[src/rtl/serial_adder_pkg.sv]
// Shared types and defaults for the bit-serial adder/subtractor.
package serial_adder_pkg;

    localparam int DEFAULT_WIDTH = 8;

    typedef enum logic [1:0] {
        IDLE = 2'd0,
        RUN  = 2'd1,
        DONE = 2'd2
    } state_t;

endpackage : serial_adder_pkg

[src/rtl/serial_adder_if.sv]
// Operand/result bundle between a requester (master) and the serial adder (slave).
interface serial_adder_if
    import serial_adder_pkg::*;
#(
    parameter int WIDTH = DEFAULT_WIDTH
) ();

    logic             start;
    logic             sub;
    logic [WIDTH-1:0] a;
    logic [WIDTH-1:0] b;
    logic [WIDTH-1:0] sum;
    logic             cout;
    logic             ovf;
    logic             busy;
    logic             done;

    modport master (
        output start, sub, a, b,
        input  sum, cout, ovf, busy, done
    );

    modport slave (
        input  start, sub, a, b,
        output sum, cout, ovf, busy, done
    );

endinterface : serial_adder_if

[src/rtl/full_adder.sv]
// One-bit full adder cell.
// Latency: purely combinational.
// Backpressure: none.
module full_adder (
    input  logic a,
    input  logic b,
    input  logic cin,
    output logic sum,
    output logic carry
);

    logic half;

    assign half  = a ^ b;
    assign sum   = half ^ cin;
    assign carry = (a & b) | (cin & half);

endmodule : full_adder

[src/rtl/serial_adder.sv]
// Bit-serial add/subtract, LSB first, one bit per clock through a single full adder.
// Latency: done pulses WIDTH cycles after the edge that accepts start.
// Backpressure: start is only sampled in IDLE; requests during RUN/DONE are dropped.
module serial_adder
    import serial_adder_pkg::*;
#(
    parameter int WIDTH = DEFAULT_WIDTH
) (
    input  logic          clk,
    input  logic          rst,
    serial_adder_if.slave bus
);

    localparam int CW = $clog2(WIDTH + 1);

    state_t           state_q, state_d;
    logic [WIDTH-1:0] a_q, a_d;
    logic [WIDTH-1:0] b_q, b_d;
    logic [WIDTH-1:0] sum_q, sum_d;
    logic [CW-1:0]    cnt_q, cnt_d;
    logic             carry_q, carry_d;
    logic             cout_q, cout_d;
    logic             ovf_q, ovf_d;

    logic             fa_sum;
    logic             fa_carry;
    logic             last_bit;

    full_adder u_fa (
        .a     (a_q[0]),
        .b     (b_q[0]),
        .cin   (carry_q),
        .sum   (fa_sum),
        .carry (fa_carry)
    );

    assign last_bit = (cnt_q == CW'(WIDTH - 1));

    always_comb begin
        state_d = state_q;
        a_d     = a_q;
        b_d     = b_q;
        sum_d   = sum_q;
        cnt_d   = cnt_q;
        carry_d = carry_q;
        cout_d  = cout_q;
        ovf_d   = ovf_q;

        case (state_q)
            IDLE: begin
                if (bus.start) begin
                    state_d = RUN;
                    a_d     = bus.a;
                    // Subtraction is a + ~b + 1; the +1 enters as the initial carry.
                    b_d     = bus.sub ? ~bus.b : bus.b;
                    carry_d = bus.sub;
                    cnt_d   = '0;
                end
            end

            RUN: begin
                a_d     = a_q >> 1;
                b_d     = b_q >> 1;
                sum_d   = {fa_sum, sum_q[WIDTH-1:1]};
                carry_d = fa_carry;
                cnt_d   = cnt_q + CW'(1);
                if (last_bit) begin
                    state_d = DONE;
                    cout_d  = fa_carry;
                    ovf_d   = carry_q ^ fa_carry;
                end
            end

            DONE: begin
                state_d = IDLE;
            end

            default: begin
                state_d = IDLE;
            end
        endcase
    end

    always_ff @(posedge clk) begin
        if (rst) begin
            state_q <= IDLE;
            a_q     <= '0;
            b_q     <= '0;
            sum_q   <= '0;
            cnt_q   <= '0;
            carry_q <= 1'b0;
            cout_q  <= 1'b0;
            ovf_q   <= 1'b0;
        end else begin
            state_q <= state_d;
            a_q     <= a_d;
            b_q     <= b_d;
            sum_q   <= sum_d;
            cnt_q   <= cnt_d;
            carry_q <= carry_d;
            cout_q  <= cout_d;
            ovf_q   <= ovf_d;
        end
    end

    assign bus.sum  = sum_q;
    assign bus.cout = cout_q;
    assign bus.ovf  = ovf_q;
    assign bus.busy = (state_q != IDLE);
    assign bus.done = (state_q == DONE);

endmodule : serial_adder

[src/flat_wrapper.sv]
// flat-port wrapper written by rule: the top's interface ports become plain ports
module serial_adder_flat import serial_adder_pkg::*;
#(
    parameter int WIDTH = DEFAULT_WIDTH
)
  (clk, rst, bus_start, bus_sub, bus_a, bus_b, bus_sum, bus_cout, bus_ovf, bus_busy, bus_done);
  serial_adder_if #(.WIDTH(WIDTH)) bus_i ();
  input  logic clk;
  input  logic rst;
  input wire logic [$bits(bus_i.start)-1:0] bus_start;
  input wire logic [$bits(bus_i.sub)-1:0] bus_sub;
  input wire logic [$bits(bus_i.a)-1:0] bus_a;
  input wire logic [$bits(bus_i.b)-1:0] bus_b;
  output wire logic [$bits(bus_i.sum)-1:0] bus_sum;
  output wire logic [$bits(bus_i.cout)-1:0] bus_cout;
  output wire logic [$bits(bus_i.ovf)-1:0] bus_ovf;
  output wire logic [$bits(bus_i.busy)-1:0] bus_busy;
  output wire logic [$bits(bus_i.done)-1:0] bus_done;
  assign bus_i.start = bus_start;
  assign bus_i.sub = bus_sub;
  assign bus_i.a = bus_a;
  assign bus_i.b = bus_b;
  assign bus_sum = bus_i.sum;
  assign bus_cout = bus_i.cout;
  assign bus_ovf = bus_i.ovf;
  assign bus_busy = bus_i.busy;
  assign bus_done = bus_i.done;
  serial_adder #(.WIDTH(WIDTH)) u_core (.clk(clk), .rst(rst), .bus(bus_i));
endmodule
[config.mk]
export PLATFORM = sky130hd
export DESIGN_NAME = serial_adder_flat
export DESIGN_NICKNAME = d
export VERILOG_FILES = /design/src/rtl/serial_adder_pkg.sv /design/src/rtl/serial_adder_if.sv /design/src/rtl/full_adder.sv /design/src/rtl/serial_adder.sv /design/src/flat_wrapper.sv
export SDC_FILE = /design/constraint.sdc
export NUM_CORES = 1
export LEC_CHECK = 0
export CAP_MARGIN = 25
export CORE_ASPECT_RATIO = 1.4
export CORE_MARGIN = 2
export CORE_UTILIZATION = 40
export DETAILED_ROUTE_END_ITERATION = 7
export GPL_TIMING_DRIVEN = 0
export PLACE_DENSITY = 0.63
export SETUP_SLACK_MARGIN = 0.02
export SYNTH_ARGS = -nofsm -noshare
export SYNTH_HDL_FRONTEND = slang
export SYNTH_SLANG_ARGS = --single-unit
[constraint.sdc]
create_clock -name clk -period 1.8 [get_ports clk]
set_input_delay 0.36 -clock clk [delete_from_list [all_inputs] [get_ports clk]]
set_output_delay 0.36 -clock clk [all_outputs]
set_load 0.01 [all_outputs]
==> Yosys cells after proc, flatten, opt, wreduce, memory -nomap -nowiden <==
Index checks and enable logic that the tools add are counted.
{ "word_totals": {"reg_bits": 33, "latchBits": 0, "ram_bits": 0, "romBits": 0, "inputBits": 20, "wordCells": 39, "mem_count": 0} }
{ "classes": {"n_addsub": 1, "multipliers": 0, "n_div": 0, "n_lt_le_gt_ge": 0, "eq_ne": 5, "n_shift": 0, "n_mux": 12, "n_bitwise": 7, "reduce_logical": 6} }
{ "op_table": {"columns": ["op", "n"], "rows": [
  ["$pmux 8 s2", 2],
  ["$mux 8", 3],
  ["$not 8->8", 1],
  ["$pmux 4 s2", 1],
  ["$reduce_and 2->1", 3],
  ["$add 4x1->4 const B", 1],
  ["$eq 4x3->1 const B", 1],
  ["$mux 2", 2],
  ["$mux 4", 1],
  ["$pmux 2 s2", 1],
  ["$reduce_bool 2->1", 2],
  ["$xor 1x1->1", 3],
  ["$and 1x1->1", 2],
  ["$eq 2x1->1 const B", 1],
  ["$eq 2x2->1 const B", 1],
  ["$logic_not 2->1", 1],
  ["$ne 2x1->1 const B", 1],
  ["$ne 2x2->1 const B", 1],
  ["$pmux 1 s2", 1],
  ["$mux 1", 1],
  ["$or 1x1->1", 1]
]} }

==> Longest topological paths before layout <==
{ "logic_depth": {"word_depth": 4, "ltp_mapped": 5, "depth_no_buf": 4} }

==> By module <==
From an unflattened synthesis, not the netlist that was laid out.
{ "hier_totals": {"cells_unflattened": 169, "area_unflattened_um2": 1485.2} }
{ "modules_own_cells": {"columns": ["module", "instances", "cells_each", "area_each_um2", "seq_area_each_um2"], "rows": [
  ["serial_adder", 1, 168, 1465.2, 660.6],
  ["full_adder", 1, 1, 20.0, 0.0]
]} }

==> Worst setup path before layout <==
OpenSTA, ideal clock, no wires.
{ "synth_timing": {"path_kind": "register to register", "start": "register u_core.a_q[0]", "end": "register u_core.ovf_q, in the netlist u_core.bus.ovf", "setup_ns": 0.070, "arrival_time_ns": 1.324, "required_ns": 1.730, "setup_slack_ns": 0.406, "path_stages_with_launch": 5, "n_path_buf": 0, "synth_period_minus_slack_ns": 1.394, "cell_sequence": "dfxtp_1 > fa_1 > xnor2_1 > or3_1 > a21oi_1"} }
{ "synth_between": {"elab_chain_cells": 4, "word_cells_on_any_way": 5} }
{ "synth_lines": {"columns": ["item", "line_no", "source"], "rows": [
  ["start, declared", "serial_adder.sv:17", "logic [WIDTH-1:0] a_q, a_d;"],
  ["start signal, assigned", "serial_adder.sv:87", "a_q <= '0;"],
  ["start signal, assigned", "serial_adder.sv:96", "a_q <= a_d;"],
  ["$xor 1x1->1", "full_adder.sv:14", "assign half = a ^ b;"],
  ["$and 1x1->1", "full_adder.sv:16", "assign carry = (a & b) | (cin & half);"],
  ["$or 1x1->1 (*)", "full_adder.sv:16", null],
  ["named net u_core.fa_carry", "serial_adder.sv:26", "logic fa_carry;"],
  ["$xor 1x1->1 (*)", "serial_adder.sv:70", "ovf_d = carry_q ^ fa_carry;"],
  ["end signal, assigned", "serial_adder.sv:102", "ovf_q <= ovf_d;"],
  ["end, declared", "serial_adder.sv:23", "logic ovf_q, ovf_d;"]
]} }
The timed path passes the listed nets; every way through them passes the cells marked *.
A chain may end at the register's enable or synchronous reset.

==> impl_metrics.py <==
metrics = {
    "logic_synthesis": {
        "synthArstFlopShare_pct": 0,
        "syn_area_um2": 1500,
        "synth_edf_count": 0,
        "synthTopCellsByCount": "33 x dfxtp_1, 22 x nor2_1, 20 x nand2_1, 17 x a21oi_1, 10 x nor2b_1",
        "ys_seq_elements": 33,
        "synthCells": 177,
        "synth_cell_types": 32,
        "ys.flop_type": "dfxtp_1",
        "yosys_warnings": 0,
        "synthesis.nets": 199,
        "synth_top_area_cell": "dfxtp_1",
        "synth.most_common_cell": "dfxtp_1",
        "yosysSeqAreaShare_pct": 44.0,
        "ys_top_cells_by_area": "dfxtp_1 44%, a21oi_1 5.7%, nor2_1 5.5%",
        "syn_area_per_cell_um2": 8.48,
        "synth.top_cell.area_share_pct": 44.0,
    },
    "route": {
        "dr.pass1.iters": 4,
        "wl_per_cell_um": 13.9,
        "vias_per_cell": 5.49,
        "drc": 0,
        "postRouteAntennaNets": 0,
        "drtIter0Drc": 28,
        "num_vias": 1411,
        "drt_wl_total_mm": 3.58,
    },
    "cells_and_area": {
        "antenna_cells": 0,
        "fillers": 345,
        "nets": 236,
        "stdcell_area_um2": 1970,
        "syn_to_final_growth_pct": 31.2,
        "drive_gt1_share_pct": 11.6,
    },
    "pwr": {
        "cellPowerDensity_nw_per_um2": 823,
        "power_frac_comb_pct": 12.9,
        "irDropWorstVdd_uv": 519,
        "p_leak_nw": 0.738,
        "p_sw_share_pct": 24.6,
        "seq_power_share_pct": 49.3,
        "clockPowerShare_pct": 37.7,
        "power.internal_mw": 1.22,
        "power_switching_mw": 0.398,
    },
    "critical_path": {
        "crit_buf_inv": 2,
        "arrival_ns": 1.89,
        "max_stage_delay_ns": 0.50,
        "path_delay_family": "buffers and inverters",
        "worstPathRequired_ns": 1.97,
        "end_kind": "flip-flop",
        "critPathMaxFanout": 10,
        "timing.critical_path.cells": "clkdlybuf4s50_1 > clkbuf_1 > nor2_1 > a221o_1",
        "cp_slowest_cell": "clkdlybuf4s50_1",
        "worstSetupStartpointType": "input pin",
        "path_class": "in2reg",
    },
    "cts": {
        "clockBufferDepth": 2,
        "clock-sinks": 33,
        "hold_buffers": 0,
        "clockRootBuffer": "clkbuf_8",
        "cts-htree-levels": 2,
        "path_clk_slew_ns": 0.07,
        "cts_buffers": 5,
        "post_cts_buffers": 0,
        "clock_latency_ns": 0.28,
        "tritoncts": "built",
        "cts_resized": 11,
    },
    "timing": {
        "fin_crit_sh_pct": 95.8,
        "worst_pin_slew_ns": 0.474,
        "rsz0062_at_grt": "no",
        "slew_headroom_pct": 68.3,
        "layout_setup_ws_ns": 0.0759,
        "period_minus_slack_ns": 1.72,
        "setup_viol": 0,
        "slew_viol_final": 0,
        "final.setup_skew_ns": 0.00742,
        "max_freq_mhz": 580,
        "hold_viol_final": 0,
    },
    "floorplan": {
        "dieWidth_um": 55.8,
        "io_pins": 32,
        "die_y_um": 76.5,
        "rows": 26,
        "start_util_pct": 41.6,
        "coreArea_um2": 3610,
        "die_area_um2": 4270,
    },
    "placed_design": {
        "dpl.hpwl_mm": 2.61,
        "port_buffers": 30,
        "gp_congestion": 0.761,
        "dp_slack_ns": -0.298,
        "placed_area_um2": 1850,
    },
    "global_route": {
        "grt_usage_pct": 18.1,
        "grt_pass1_wl_mm": 6.24,
        "globalRouteOverflowTotal": 0,
        "grt_max_degree": 11,
        "antenna_found_initial": 0,
        "grt_pass1_vias": 1462,
    },
    "min_path": {
        "holdCritPathClass": "reg2reg",
    },
    "status": {
        "status": "complete, no violations",
    },
    "job": {
        "drv_cap": 0,
    },
}
==> power by group through the flow <==
| stage | sequential, mW | combinational (mW) | clock, mW |
|---|---|---|---|
| after floorplan | 0.808 | 0.128 | 0 |
| after global placement | 0.812 | 0.203 | 0 |
| after detailed placement | 0.814 | 0.212 | 0 |
| after CTS | 0.798 | 0.211 | 0.627 |
| after global routing | 0.804 | 0.230 | 0.652 |
| final | 0.799 | 0.210 | 0.611 |
==> routing by layer <==
layer / share of wire, % / track usage [%] / up-vias
met4: 2.4 / 11.7 / 0
met3: 4.2 / 3.23 / 7
met5: 0 / 0 / -
met2: 50 / 30.4 / 38
li1: - / - / 694
met1: 43 / 20.6 / 672
==> registers in the layout, indices dropped and copies added, names as in the netlist <==
signal / flops
u_core.a_q: 8
u_core.b_q: 8
u_core.bus.cout: 1
u_core.bus.ovf: 1
u_core.bus.sum: 8
u_core.carry_q: 1
u_core.cnt_q: 4
u_core.state_q: 2
==> path summary, 6_finish.rpt <==
path	start	to	slack (ns)	cells after the start
setup reg to reg	u_core.b_q[0]$_SDFFE_PP0P_	u_core.bus.ovf$_SDFFE_PP0P_	0.33	4
setup / recovery	rst	u_core.b_q[5]$_SDFFE_PP0P_	0.08	4
hold / removal	u_core.bus.sum[4]$_SDFFE_PP0P_	u_core.bus.sum[3]$_SDFFE_PP0P_	0.47	2
hold reg to reg	u_core.bus.sum[4]$_SDFFE_PP0P_	u_core.bus.sum[3]$_SDFFE_PP0P_	0.47	2
==> area by class of cell <==
type / instances / area, um2 / area share [%]
Multi-Input combinational cell: 125 / 764 / 38.8
Sequential cell: 33 / 662 / 33.6
Clock inverter: 1 / 5.00 / 0.254
Buffer: 13 / 72.6 / 3.68
Clock buffer: 7 / 96.3 / 4.89
Tap cell: 42 / 52.6 / 2.67
Inverter: 6 / 22.5 / 1.14
Timing Repair Buffer: 30 / 294 / 14.9
==> worst min-delay path, cell delays in order, from the launching register on <==
cell,delay [ns]
dfxtp_1,0.32
nand2_1,0.06
a21oi_1,0.05
==> cell families (layout without fill, tap and decap cells) <==
family / Yosys count / count (layout) / synth area share, %
AO/OA/AOI/OAI: 47 / 47 / 21.9
XOR/XNOR: 9 / 9 / 5.25
adder cells (fa/ha/maj): 2 / 2 / 2.17
buffers and inverters: 19 / 57 / 5.33
flip-flops: 33 / 33 / 44.0
multiplexers: 1 / 1 / 0.667
AND/OR/NAND/NOR: 66 / 66 / 20.7
==> through the flow <==
stage                     total power [mW]  instances  hold WS [ns]  TNS, ns  util (%)
after floorplan                      0.936        177         0.455        0         -
after global placement                1.01        249         0.445    -2.98      51.4
after detailed placement              1.03        249         0.460    -4.84      51.4
after CTS                             1.64        257         0.468        0      54.4
after global routing                  1.69        257         0.495        0      54.5
final                                 1.62        257         0.465        0      54.5
==> cell usage in the layout (no fill, tap or decap), types with 5 or more instances in the layout <==
cell type,Yosys,final
o22ai_1,5,5
dfxtp_1,33,32
xnor2_1,8,8
clkbuf_8,0,7
buf_2,7,6
clkdlybuf4s50_1,0,28
inv_1,5,5
a21oi_1,17,17
a221o_1,7,7
nand2_1,20,20
nor2_1,22,22
nor2b_1,10,10
a2111oi_0,5,5
No activity file was read; power rests on OpenSTA's default activity.
